### config.mk
export PLATFORM = sky130hd
export DESIGN_NAME = bram_arbiter
export DESIGN_NICKNAME = d
export VERILOG_FILES = /design/src/rtl/bram_arbiter.sv
export SDC_FILE = /design/constraint.sdc
export NUM_CORES = 1
export LEC_CHECK = 0
export ABC_AREA = 0
export CAP_MARGIN = 20
export CORE_AREA = 3 3 131 133
export DETAILED_ROUTE_END_ITERATION = 8
export DIE_AREA = 0 0 134 136
export HOLD_SLACK_MARGIN = 0.03
export PLACE_DENSITY_LB_ADDON = 0.12
export SETUP_SLACK_MARGIN = 0.02
export SLEW_MARGIN = 0
export SYNTH_ARGS = -nofsm -noshare
export SYNTH_HDL_FRONTEND = slang
export SYNTH_SLANG_ARGS = --single-unit
### constraint.sdc
create_clock -name i_clock -period 1.7 [get_ports i_clock]
set_input_delay 0.425 -clock i_clock [delete_from_list [all_inputs] [get_ports i_clock]]
set_output_delay 0.425 -clock i_clock [all_outputs]
set_load 0.1 [all_outputs]
### src/rtl/bram_arbiter.sv
// Round-robin arbiter sharing one cleared block RAM between NUM_PORTS requesters.
// Each requester sees a private-BRAM style request/ready handshake. Accesses are
// serialised as IDLE -> ACTIVE -> RELEASE, and nothing is granted until the RAM
// reports that its clear sequence has finished.
//
// Handshake: a requester raises i_request[n] (with i_rw/i_address/i_wdata stable)
// and holds it until it sees o_ready[n] for one cycle; o_rdata is valid in that
// cycle and holds until the next completion. Downstream, o_bram_request is held
// until i_bram_ready is seen high.
module bram_arbiter #(
    parameter int NUM_PORTS = 3,
    parameter int WIDTH     = 32,
    parameter int PORT_BITS = $clog2(NUM_PORTS)
) (
    input  logic                       i_clock,
    input  logic                       i_reset,
    input  logic [NUM_PORTS-1:0]       i_request,
    input  logic [NUM_PORTS-1:0]       i_rw,
    input  logic [32*NUM_PORTS-1:0]    i_address,
    input  logic [WIDTH*NUM_PORTS-1:0] i_wdata,
    output logic [WIDTH-1:0]           o_rdata,
    output logic [NUM_PORTS-1:0]       o_ready,
    output logic                       o_bram_request,
    output logic                       o_bram_rw,
    output logic [31:0]                o_bram_address,
    output logic [WIDTH-1:0]           o_bram_wdata,
    input  logic [WIDTH-1:0]           i_bram_rdata,
    input  logic                       i_bram_ready,
    input  logic                       i_bram_initialized,
    output logic [1:0]                 o_debug_state
);

    typedef enum logic [1:0] {
        IDLE    = 2'd0,
        ACTIVE  = 2'd1,
        RELEASE = 2'd2
    } state_t;

    state_t                 state;
    logic [PORT_BITS-1:0]   grant;
    logic [PORT_BITS-1:0]   last_grant;
    logic [PORT_BITS-1:0]   next_grant;
    logic [PORT_BITS-1:0]   candidate;
    logic                   any_request;
    logic [NUM_PORTS-1:0]   grant_onehot;

    assign o_debug_state = state;

    // Round-robin scan starting just after the last served port.
    always_comb begin
        next_grant  = last_grant;
        any_request = 1'b0;
        candidate   = '0;
        for (int i = 1; i <= NUM_PORTS; i++) begin
            candidate = PORT_BITS'((int'(last_grant) + i) % NUM_PORTS);
            if (!any_request && i_request[candidate]) begin
                any_request = 1'b1;
                next_grant  = candidate;
            end
        end
    end

    // One-hot form of the current grant, used for the completion pulse.
    always_comb begin
        grant_onehot        = '0;
        grant_onehot[grant] = 1'b1;
    end

    // Downstream mux: the granted port drives the RAM only while ACTIVE.
    always_comb begin
        o_bram_request = (state == ACTIVE);
        o_bram_rw      = 1'b0;
        o_bram_address = '0;
        o_bram_wdata   = '0;
        if (state == ACTIVE) begin
            for (int p = 0; p < NUM_PORTS; p++) begin
                if (grant == PORT_BITS'(p)) begin
                    o_bram_rw      = i_rw[p];
                    o_bram_address = i_address[32*p +: 32];
                    o_bram_wdata   = i_wdata[WIDTH*p +: WIDTH];
                end
            end
        end
    end

    // Arbitration FSM with registered completion pulse and read data.
    always_ff @(posedge i_clock) begin
        if (i_reset) begin
            state      <= IDLE;
            grant      <= '0;
            last_grant <= PORT_BITS'(NUM_PORTS - 1);
            o_ready    <= '0;
            o_rdata    <= '0;
        end else begin
            o_ready <= '0;
            case (state)
                IDLE: begin
                    if (i_bram_initialized && any_request) begin
                        grant <= next_grant;
                        state <= ACTIVE;
                    end
                end
                ACTIVE: begin
                    // A falling initialized flag means the RAM restarted its clear:
                    // abandon the access silently and re-arbitrate later.
                    if (!i_bram_initialized) begin
                        state <= IDLE;
                    end else if (i_bram_ready) begin
                        o_rdata    <= i_bram_rdata;
                        o_ready    <= grant_onehot;
                        last_grant <= grant;
                        state      <= RELEASE;
                    end
                end
                RELEASE: begin
                    // Requests ignored here so the winner can drop its request.
                    state <= IDLE;
                end
                default: begin
                    state <= IDLE;
                end
            endcase
        end
    end

endmodule

### Yosys cells after proc, flatten, opt, wreduce, memory -nomap -nowiden

Cells that the tools add are included.

* flip-flop bits (word level): 41
* input bits: 234
* output and inout bits: 103
* word-level logic and storage cells: 66

* add/subtract/negate cells: 3
* divide/modulo/power cells: 3
* magnitude comparators: 5
* eq/ne operators: 5
* multiplexer cells: 30
* bitwise gates (word level): 3
* reductions and logical operators: 12

Operator list (number)
* $mux W32: 8
* $mod A32 B3 Y32 const B: 3
* $lt A2 B3 Y1 const B: 4
* $mux W2: 6
* $mux W1: 11
* $add A2 B2 Y3 const B: 2
* $bmux W1 S2: 3
* $eq A2 B1 Y1 const B: 2
* $logic_and A1 B1 Y1: 4
* $logic_not A2 Y1: 2
* $pmux W2 S2: 1
* $reduce_and A2 Y1: 2
* $reduce_or A4 Y1: 1
* $add A2 B1 Y3 const B: 1
* $ne A3 B3 Y1 const B: 1
* $not A1 Y1: 3
* $reduce_and A3 Y1: 1
* $demux W1 S2: 1
* $eq A2 B2 Y1 const B: 1
* $ge A2 B1 Y1 const B: 1
* $logic_not A1 Y1: 2
* $ne A2 B2 Y1 const B: 1

### Depth between registers and ports, before layout

* depth in word-level cells: 14
* mapped depth: 7
* mapped depth without buffers: 6

### Worst setup path after synthesis

OpenSTA, ideal clock, no wires.

* path kind: register -> output
* start point: reg state[0] (netlist: o_debug_state[0])
* end point: out o_bram_address[0]
* data arrival time: 2.935 ns
* data required time: 1.275 ns
* path slack: -1.660 ns
* cell stages (with the launch flop): 5
* buffers on the path: 2
* cells stage by stage: dfxtp_1 nand2b_1 clkbuf_1 buf_1 nor2_1

* cells in the longest elaborated chain, start to end: 2

Ends and longest elaborated chain
* start, declared: RTL line 39 `state_t state;`
* start signal, assigned: RTL line 89 `state <= IDLE;`
* start signal, assigned: RTL line 100 `state <= ACTIVE;`
* start signal, assigned: RTL line 107 `state <= IDLE;`
* $eq A2 B1 Y1: RTL line 75 `if (state == ACTIVE) begin`
* $mux W32: RTL line 75
* end, declared: RTL line 25 `output logic [31:0] o_bram_address,`

Every way passes these cells.

### Final worst setup path

* start point: reg grant[1]
* end point: out o_bram_wdata[5]

* cells in the longest elaborated chain, start to end: 5
* elaborated cells between the ends (all ways): 7
* classes of those cells: eq/ne: 2; mux: 4; reduce/logical: 1

Ends and longest elaborated chain
* start, declared: RTL line 40 `logic [PORT_BITS-1:0] grant;`
* start signal, assigned: RTL line 99 `grant <= next_grant;`
* $logic_not A2 Y1: RTL line 77 `if (grant == PORT_BITS'(p)) begin`
* $mux W32 (2 in a row): RTL line 77
* $mux W32 (*): RTL line 77
* $mux W32 (*): RTL line 75
* end, declared: RTL line 26 `output logic [WIDTH-1:0] o_bram_wdata,`

Mark *: on every way between the ends. The rest lies on a longest branch, timed or not.

==> results.toml <==
[cts]
cts_max_path_buffers = 2
htree_levels = 2
cts_tree = "done"
cts_hold_buf = 0
clk_latency_ns = 0.28
numCtsBuffers = 5
clock_sinks = 41
clock-root-buffer = "clkbuf_16"
clkTransAtPathRegs_ns = 0.06

[yosys]
synth_edf_count = 0
synth_compound_area_share_pct = 18.5
synth_top_family_by_area = "simple AND/OR/NAND/NOR gates"
yosysWarnings = 0
synth.area.top_cells = "dfxtp_1, mux2i_1, nor2_1"
synth_top_area_share_pct = 25.4
async_flop_share_pct = 0
ys.flop_type = "dfxtp_1"
ys_seq_elements = 41
netlist_instances = 492
synth_seq_area_share_pct = 25.4
synthSimpleGateAreaFrac_pct = 26.8
ys_types = 32
synth_top_cell_by_area = "dfxtp_1"
muxShareOfSynthArea_pct = 21.1
synth_xor_area_share_pct = 0
netlist_area_um2 = 3230
syn_nets = 729
syn_area_per_cell_um2 = 6.56
synthAdderAreaFrac_pct = 1.16

[timing]
finalWorstSetupSlack_ns = -0.431
relSlewSlack_pct = 70.4
slew_viol_final = 0
skew_ns = 0.00434
fmax_mhz = 469
rsz0062_at_grt = "true"
setup_viol = 66
tightest_slew_ns = 0.444
final.period_utilization_pct = 125
hold_violations = 0
finalCriticalPeriod_ns = 2.13

[power_and_ir_drop]
cell_internal_pwr_mw = 3.25
clkPwrFrac_pct = 17.7
switchingPower_mw = 2.31
sequentialPowerShare_pct = 18.1
netSwitchingFraction_pct = 41.6
vdd_ir_drop_max_mv = 0.563
power.leakage_nw = 3.49
power_mw = 5.56
p_comb_share_pct = 64.1
power_density_nw_per_um2 = 572

[setup_path]
crit_path_start_kind = "flop"
critical_path_class = "flop to output pin"
end_kind = "output pin"
cp_slowest_cell = "dfxtp_4"
cp_max_fo = 6
critical_path.max_stage_delay_ns = 0.38
cp_data_arrival_time_ns = 1.71
cp_common_cell = "buf_12"
ff2ff_setup_slack_ns = -0.03
rr_worst_depth = 6
required_ns = 1.27
crit_chain = "buf_12, buf_12, buf_8, mux2i_1, nor2_1, a21oi_2, nor2_4, buf_12"

[floorplan]
start_util_pct = 20.2
ios = 337
num_rows = 46
dieWidth_um = 134
die-height_um = 136
coreArea_um2 = 15900
dieArea_um2 = 18200

[run_status]
status = "complete, but fails checks"
violations = "setup timing"

[cells_and_area]
fillCellCount = 1301
nNetsFinal = 1092
antennaDiodeCount = 0
drive_gt1_share_pct = 39.6
syn2layout_area_growth_pct = 201

[global_route]
antenna_found_initial = 0
grt_max_degree = 42
grt_overflow = 0
grt_pass1_wl_mm = 30.3
first_global_vias = 4888
grt_usage_pct = 21.1

[place]
place_hpwl_mm = 15.7
port_buffers = 336
gp_congestion = 0.870
post-place-ws_ns = -0.315

[flow_run]
maxCapViolations = 0

[detailed_routing]
wl_per_cell_um = 20.2
dr.pass1.iters = 4
drcViolationCount = 0
drt-initial-drc-count = 159
vias = 4955
ant_nets = 0
vias_per_cell = 4.63
drt_wl_total_mm = 21.7

[hold_path]
hold_class = "flop to flop"
worst_hold_path.num_cells = 2
## through the flow
stage | instances | util (%) | setup TNS, ns | area, um2 | hold WS (ns)
floorplan | 492 | - | -22.12 | 3790 | 0.445
global placement | 1035 | 53.6 | -15.44 | 8550 | 0.479
detailed placement | 1035 | 53.6 | -16.54 | 8550 | 0.485
CTS | 1063 | 58.9 | -23.35 | 9390 | 0.493
global route | 1071 | 60.9 | -28.96 | 9710 | 0.508
finish | 1071 | 60.9 | -24.40 | 9710 | 0.493
## cell usage after synthesis (all sizes together) (2+ instances only)
cell type and instances:
nor4 3, ha 3, nor2 135, inv 7, mux2i 68, buf 24, o41ai 2, dfxtp 41
o22ai 2, a21oi 101, clkbuf 20, nand2 70
## path summary, 6_finish.rpt
kind / start / to
worst max register to register: last_grant[0] / grant[0]
worst max-delay path: grant[1] / o_bram_wdata[5]
worst min-delay path: o_rdata[12] / o_rdata[12]
worst min register to register: o_rdata[12] / o_rdata[12]
## sequential cells by signal (all words and copies together), names as in the netlist
signal,count
o_rdata,32
grant,2
o_ready,3
o_debug_state,2
last_grant,2
## layout by cell type (no fill, tap or decap), types with 16 or more instances in the layout
master           netlist  layout
clkdlybuf4s50_1        0     232
buf_12                 0     118
nand2_1               70      69
nor2_1               135      67
a21oi_2                0      59
mux2i_1               68      58
nor2_4                 0      52
a21oi_1              101      39
dfxtp_1               41      35
buf_4                  1      25
nor2_2                 0      16
## layout make-up
cell class                 count  area, um2  share of cell area, %
timing repair buffer         400       5380                   55.4
sequential                    41        838                   8.63
multi-input combinational    400       3040                   31.3
clock buffer                   6        150                   1.55
tap                          216        270                   2.78
inverter                       7       26.3                  0.271
clock inverter                 1       5.00                 0.0515
## power groups by stage
stage / sequential [mW] / combinational (mW) / clock [mW]
after floorplan: 1.14 / 1.60 / 0
after global placement: 1.03 / 3.01 / 0
after detailed placement: 1.04 / 3.03 / 0
after CTS: 1.01 / 3.41 / 1.01
after global routing: 1.01 / 3.70 / 1.06
final: 1.01 / 3.57 / 0.985
## cell families after synthesis
logic type,count (synthesis)
simple gates,218
compound gates,111
mux,68
buf+inv,51
flops,41
fa+ha+maj,3
## layer usage
metal / track usage [%] / share of wire (%) / wire (um)
met5: 0 / 0 / 0
met3: 6.37 / 8.6 / 1860
met1: 23.6 / 37 / 7980
met4: 4.06 / 2.3 / 500
met2: 39.8 / 52 / 11300
## worst max-delay path: cells and delay by family (launching register included)
kind	cells	cell delay, ns
muxes	1	0.20
AOI/OAI and AO/OA	1	0.18
and+or+nand+nor	2	0.13
buffers and inverters	4	0.53
DFF	1	0.38
## repair_timing
item                       4_1_cts  5_1_grt
setup endpoints to repair       68       68
pin swaps                       32       29
gates cloned                     8        7
resized for setup               88       33
buffers inserted                13        1
(Power assumes the default switching activity.)
